<file path="config.mk">
export PLATFORM = sky130hd
export DESIGN_NAME = updown_bounce_counter_flat
export DESIGN_NICKNAME = d
export VERILOG_FILES = /design/src/rtl/updown_bounce_counter_if.sv /design/src/rtl/updown_bounce_counter.sv /design/src/flat_wrapper.sv
export SDC_FILE = /design/constraint.sdc
export NUM_CORES = 1
export LEC_CHECK = 0
export ABC_CLOCK_PERIOD_IN_PS = 5310
export CORE_ASPECT_RATIO = 1.1
export CORE_MARGIN = 2
export CORE_UTILIZATION = 30
export DETAILED_ROUTE_END_ITERATION = 8
export MAX_ROUTING_LAYER = met4
export PLACE_DENSITY = 0.43
export REMOVE_ABC_BUFFERS = 1
export SYNTH_ARGS = -nofsm -noshare
export SYNTH_HDL_FRONTEND = slang
export SYNTH_SLANG_ARGS = --single-unit
export TNS_END_PERCENT = 30
</file>
<file path="constraint.sdc">
create_clock -name clk -period 5.31 [get_ports clk]
set_input_delay 1.062 -clock clk [delete_from_list [all_inputs] [get_ports clk]]
set_output_delay 1.062 -clock clk [all_outputs]
set_load 0.005 [all_outputs]
</file>
<file path="src/rtl/updown_bounce_counter_if.sv">
// Register-access bus for updown_bounce_counter: write strobe/data, read strobe
// and the registered read data returned by the counter.
interface updown_bounce_counter_if #(
  parameter int DW = 8
);
  logic          wr_en;
  logic          rd_en;
  logic [2:0]    addr;
  logic [DW-1:0] wdata;
  logic [DW-1:0] rdata;

  modport master (output wr_en, rd_en, addr, wdata, input rdata);
  modport slave  (input wr_en, rd_en, addr, wdata, output rdata);
endinterface

</file>
<file path="src/rtl/updown_bounce_counter.sv">
// Parametrised bounded up/down counter with bounce or wrap traversal between
// LLR and ULR, repeated CCR times from PLR, behind a small register file.
module updown_bounce_counter #(
  parameter int WIDTH = 8,
  parameter int CNT_W = 8
) (
  input  logic                    clk,
  input  logic                    reset,
  updown_bounce_counter_if.slave  bus,
  input  logic                    start,
  output logic [WIDTH-1:0]        cout,
  output logic                    dir,
  output logic                    busy,
  output logic                    ec,
  output logic                    err
);

  localparam int DW = (WIDTH > CNT_W) ? WIDTH : CNT_W;
  localparam int PW = WIDTH + 2;

  typedef enum logic [1:0] {IDLE, RUN, DONE, ERR} state_e;

  state_e             stateQ, stateD;
  logic [WIDTH-1:0]   plrQ, plrD;
  logic [WIDTH-1:0]   ulrQ, ulrD;
  logic [WIDTH-1:0]   llrQ, llrD;
  logic [CNT_W-1:0]   ccrQ, ccrD;
  logic               modeQ, modeD;
  logic               dirInitQ, dirInitD;
  logic [WIDTH-1:0]   coutQ, coutD;
  logic               dirQ, dirD;
  logic               ecQ, ecD;
  logic               errQ, errD;
  logic [CNT_W-1:0]   remQ, remD;
  logic [PW-1:0]      stepQ, stepD;
  logic [DW-1:0]      rdataQ, rdataD;

  logic               running;
  logic               cfgWr;
  logic               abortWr;
  logic               cfgOk;
  logic [WIDTH:0]     spanW;
  logic               spanZero;
  logic [PW-1:0]      periodM1;

  assign running  = (stateQ == RUN);
  assign cfgWr    = bus.wr_en && !running;
  assign abortWr  = bus.wr_en && (bus.addr == 3'd4) && bus.wdata[2];
  assign cfgOk    = (llrQ <= plrQ) && (plrQ <= ulrQ) && (ccrQ != '0);
  assign spanW    = {1'b0, ulrQ} - {1'b0, llrQ};
  assign spanZero = (spanW == '0);

  // Last step index of one period: bounce covers 2*span steps, wrap span+1.
  always_comb begin
    periodM1 = '0;
    if (!spanZero) begin
      if (modeQ) periodM1 = {1'b0, spanW};
      else       periodM1 = {spanW, 1'b0} - 1'b1;
    end
  end

  always_comb begin
    stateD   = stateQ;
    plrD     = plrQ;
    ulrD     = ulrQ;
    llrD     = llrQ;
    ccrD     = ccrQ;
    modeD    = modeQ;
    dirInitD = dirInitQ;
    coutD    = coutQ;
    dirD     = dirQ;
    ecD      = ecQ;
    errD     = errQ;
    remD     = remQ;
    stepD    = stepQ;
    rdataD   = rdataQ;

    if (cfgWr) begin
      case (bus.addr)
        3'd0: plrD = bus.wdata[WIDTH-1:0];
        3'd1: ulrD = bus.wdata[WIDTH-1:0];
        3'd2: llrD = bus.wdata[WIDTH-1:0];
        3'd3: ccrD = bus.wdata[CNT_W-1:0];
        3'd4: begin
          modeD    = bus.wdata[0];
          dirInitD = bus.wdata[1];
        end
        default: ;
      endcase
    end

    if (bus.rd_en) begin
      case (bus.addr)
        3'd0:    rdataD = DW'(plrQ);
        3'd1:    rdataD = DW'(ulrQ);
        3'd2:    rdataD = DW'(llrQ);
        3'd3:    rdataD = DW'(ccrQ);
        3'd4:    rdataD = DW'({dirInitQ, modeQ});
        3'd5:    rdataD = DW'({errQ, ecQ, dirQ, running});
        default: rdataD = '0;
      endcase
    end

    case (stateQ)
      RUN: begin
        if (abortWr) begin
          stateD = IDLE;
          ecD    = 1'b0;
        end else begin
          if (!spanZero) begin
            if (modeQ) begin
              if (dirQ) coutD = (coutQ == ulrQ) ? llrQ : coutQ + 1'b1;
              else      coutD = (coutQ == llrQ) ? ulrQ : coutQ - 1'b1;
            end else if (dirQ && (coutQ == ulrQ)) begin
              dirD  = 1'b0;
              coutD = ulrQ - 1'b1;
            end else if (!dirQ && (coutQ == llrQ)) begin
              dirD  = 1'b1;
              coutD = llrQ + 1'b1;
            end else begin
              coutD = dirQ ? coutQ + 1'b1 : coutQ - 1'b1;
            end
          end
          // A full period lands back on PLR, so completion needs no cout fix-up.
          if (stepQ == periodM1) begin
            stepD = '0;
            remD  = remQ - 1'b1;
            if (remQ == CNT_W'(1)) begin
              stateD = DONE;
              ecD    = 1'b1;
            end
          end else begin
            stepD = stepQ + 1'b1;
          end
        end
      end
      default: begin
        if (start) begin
          ecD = 1'b0;
          if (cfgOk) begin
            stateD = RUN;
            coutD  = plrQ;
            dirD   = dirInitQ;
            remD   = ccrQ;
            stepD  = '0;
            errD   = 1'b0;
          end else begin
            stateD = ERR;
            coutD  = '0;
            errD   = 1'b1;
          end
        end
      end
    endcase
  end

  always_ff @(posedge clk) begin
    if (reset) begin
      stateQ   <= IDLE;
      plrQ     <= '0;
      ulrQ     <= '1;
      llrQ     <= '0;
      ccrQ     <= '0;
      modeQ    <= 1'b0;
      dirInitQ <= 1'b0;
      coutQ    <= '0;
      dirQ     <= 1'b0;
      ecQ      <= 1'b0;
      errQ     <= 1'b0;
      remQ     <= '0;
      stepQ    <= '0;
      rdataQ   <= '0;
    end else begin
      stateQ   <= stateD;
      plrQ     <= plrD;
      ulrQ     <= ulrD;
      llrQ     <= llrD;
      ccrQ     <= ccrD;
      modeQ    <= modeD;
      dirInitQ <= dirInitD;
      coutQ    <= coutD;
      dirQ     <= dirD;
      ecQ      <= ecD;
      errQ     <= errD;
      remQ     <= remD;
      stepQ    <= stepD;
      rdataQ   <= rdataD;
    end
  end

  assign cout      = coutQ;
  assign dir       = dirQ;
  assign busy      = running;
  assign ec        = ecQ;
  assign err       = errQ;
  assign bus.rdata = rdataQ;

endmodule

</file>
<file path="src/flat_wrapper.sv">
// flat-port wrapper written by rule: the top's interface ports become plain ports
module updown_bounce_counter_flat 
#(
  parameter int WIDTH = 8,
  parameter int CNT_W = 8
)
  (clk, reset, start, cout, dir, busy, ec, err, bus_wr_en, bus_rd_en, bus_addr, bus_wdata, bus_rdata);
  updown_bounce_counter_if #(.DW(8)) bus_i ();
  input  logic clk;
  input  logic reset;
  input  logic start;
  output logic [WIDTH-1:0] cout;
  output logic dir;
  output logic busy;
  output logic ec;
  output logic err;
  input wire logic [$bits(bus_i.wr_en)-1:0] bus_wr_en;
  input wire logic [$bits(bus_i.rd_en)-1:0] bus_rd_en;
  input wire logic [$bits(bus_i.addr)-1:0] bus_addr;
  input wire logic [$bits(bus_i.wdata)-1:0] bus_wdata;
  output wire logic [$bits(bus_i.rdata)-1:0] bus_rdata;
  assign bus_i.wr_en = bus_wr_en;
  assign bus_i.rd_en = bus_rd_en;
  assign bus_i.addr = bus_addr;
  assign bus_i.wdata = bus_wdata;
  assign bus_rdata = bus_i.rdata;
  updown_bounce_counter #(.WIDTH(WIDTH), .CNT_W(CNT_W)) u_core (.clk(clk), .reset(reset), .bus(bus_i), .start(start), .cout(cout), .dir(dir), .busy(busy), .ec(ec), .err(err));
endmodule
</file>
==> flow_summary.ini <==
[global_route]
gr-usage-met1 = 0.253
grt.busiest_layer = met2
track_usage = 0.194
globalRouteOverflowTotal = 0
grt_util_met3 = 0.0350
antenna_found_initial = 0
grt_pass1_wl_um = 31700
gr-usage-met2 = 0.313
grt_max_degree = 64
grt_pass1_vias = 5579

[flow_run]
drv_cap = 0

[clock_tree]
htreeDepth = 3
clkSinkCount = 73
numCtsBuffers = 9
cts_setup_buffers = 0
insertion_delay_ns = 0.34
clock-root-buffer = clkbuf_16
cts_resized = 0
clk_pin_slew_ns = 0.06
cts_tree = yes
clk_path_buf_depth = 2
hold_buffers = 0

[sta]
tightest_slew_ns = 1.02
relSlewSlack = 0.318
skew_ns = 0.00859
whs_ns = 0.489
fin_ws_ns = 0.601
period_minus_slack_ns = 4.71
period_share = 0.887
rsz0062_at_grt = false
finalSetupViolCount = 0
finalSetupTns_ns = 0
drv_slew = 0
timing.fmax_mhz = 212
hold_viol = 0

[synthesis]
seq_area_frac_synth = 0.245
synth-seq-cells = 73
async_flop_share = 0
avgSynthCellArea_um2 = 7.79
ys.flop_type = dfxtp_1
synth_area_leaders = dfxtp_1 (24%), nor2_1 (7.7%), ha_1 (6.9%)
syn_inst = 766
ys_top_cells_by_count = nor2_1 (122), dfxtp_1 (73), inv_1 (42)
synth_top_area_cell = dfxtp_1
synth_area_um2 = 5970
synth_cell_types = 77
yosys.area.top_type_share = 0.245
synth-edff-count = 0
ys_warn_count = 0
synth_most_common_cell = nor2_1

[critical_path]
startpoint = u_core.ulrQ[0]
critPathKind = flop to flop
slowest_delay_ns = 0.48
r2r_start = u_core.ulrQ[0]
worst_r2r_path_depth = 14
reg2reg_to = u_core.remQ[5]
crit_required_ns = 5.51
r2r_setup_slack_ns = 0.60
cp.arrival_ns = 4.91
crit_chain = inv_1 -> ha_1 -> fa_1 -> nand2b_1 -> or4_1 -> o32a_2 -> a2111oi_4 -> or3b_1 -> mux2_4 -> xnor2_4 -> o211ai_4 -> nor4_4 -> or2_1 -> a211oi_2
cp_max_fo = 8
worst_setup_path_start_kind = flop
worstSetupEndpointType = flop
cp-endpoint = u_core.remQ[5]
crit_slowest_cell = or4_1

[floorplanning]
core_area_um2 = 19700
fp.dieH_um = 152
io_pins = 36
row_count = 54
fp.dieArea_um2 = 21000
start_util = 0.303
die_w_um = 138

[power_and_ir_drop]
ir_drop_mv = 0.248
p_total_mw = 1.69
p_leak_nw = 2.55
power.density_nw_per_um2 = 246

[detailed_routing]
first_pass_iters = 5
vias = 5772
initialDrtViolationCount = 444
avgViaCountPerCell = 5.56
drc = 0
avgRoutedWirePerCell_um = 19.2
drt-total-wl_um = 20000
ant_nets = 0

[hold_path]
hold_path_class = flop to flop
min-delay-start = u_core.bus.rdata[3]

[finish]
postLayoutCellArea_um2 = 6870
nets = 831
utilization = 0.349
multi_input_area_um2 = 4140
stdcell_count = 1038
seq_area_um2 = 1460
drive_gt1_frac = 0.0687
nFillCells = 2098
area_growth_pct = 15.2
n_antenna_cell = 0

[placed_design]
placed_cells = 1022
pre_cts_slack_ns = 0.622
buffer_ports.inserted = 35
gp_congestion = 0.874
dpl-instance-area_um2 = 6550
hpwl_um = 15100

[status]
status = finished, final reports clean
-- final cells by class --
cell class                      instances  share of cell area
Clock inverter                          5              0.0115
Multi-Input combinational cell        602               0.602
Timing Repair Buffer                   52              0.0688
Tap cell                              252              0.0459
Inverter                               43              0.0235
Sequential cell                        73               0.213
Clock buffer                           11              0.0353
-- worst max-delay path, delay by kind of cell (launching register included) --
kind            cells  cell delay, ns
simple gates        5            1.84
xor+xnor            1            0.16
compound gates      4            0.88
flops               1            0.47
fa+ha+maj           2            0.71
mux                 1            0.34
buf+inv             1            0.18
-- placed cells by master, fill, tap and decap left out, types with 9 or more instances in the layout --
master           synthesis  final
nor2_1                 122    122
dfxtp_1                 73     73
inv_1                   42     42
nand2_1                 41     41
a21oi_1                 37     37
xnor2_1                 37     37
mux2i_1                 34     34
clkdlybuf4s50_1          0     34
ha_1                    33     33
o21ai_0                 27     27
nor3_1                  26     26
nand3_1                 24     24
buf_4                    2     17
xor2_1                  16     16
a211oi_1                13     13
nand4_1                 12     12
nand2b_1                12     12
nor2b_1                 11     11
o221ai_1                10     10
o22ai_1                  9      9
clkbuf_16                0      9
-- power by group --
| part | internal, mW | switching [mW] |
|---|---|---|
| combinational | 0.168 | 0.234 |
| sequential | 0.570 | 0.0487 |
| clock | 0.424 | 0.246 |
-- cells by family after synthesis --
kind of cell             synth area share
XOR/XNOR                           0.0824
AND/OR/NAND/NOR                     0.242
buffers and inverters              0.0612
flip-flops                          0.245
AO/OA/AOI/OAI                       0.212
multiplexers                       0.0841
adder cells (fa/ha/maj)            0.0726
-- worst min path at each step --
| stage | end | depth (start not counted) |
|---|---|---|
| after floorplan | u_core.stateQ[1] | 2 |
| after global placement | u_core.stateQ[1] | 2 |
| after detailed placement | u_core.bus.rdata[3] | 2 |
| after CTS | u_core.bus.rdata[3] | 2 |
| after global routing | u_core.bus.rdata[3] | 2 |
| final | u_core.bus.rdata[3] | 2 |
-- metal layers --
| layer | vias to the layer above | share of wire | routed length, um |
|---|---|---|---|
| met2 | 115 | 0.48 | 9490 |
| met4 | 0 | 0.022 | 432 |
| met3 | 33 | 0.032 | 638 |
| met1 | 2842 | 0.47 | 9390 |
| met5 | - | 0 | 0 |
| li1 | 2782 | - | - |
-- registers in the layout, indices dropped and copies added (netlist names), 2 cells and up --
signal,cells
u_core.ccrQ,8
u_core.stateQ,2
u_core.stepQ,10
u_core.ulrQ,8
u_core.cout,8
u_core.bus.rdata,8
u_core.llrQ,8
u_core.remQ,8
u_core.plrQ,8
Power figures use the tool's default switching activity.
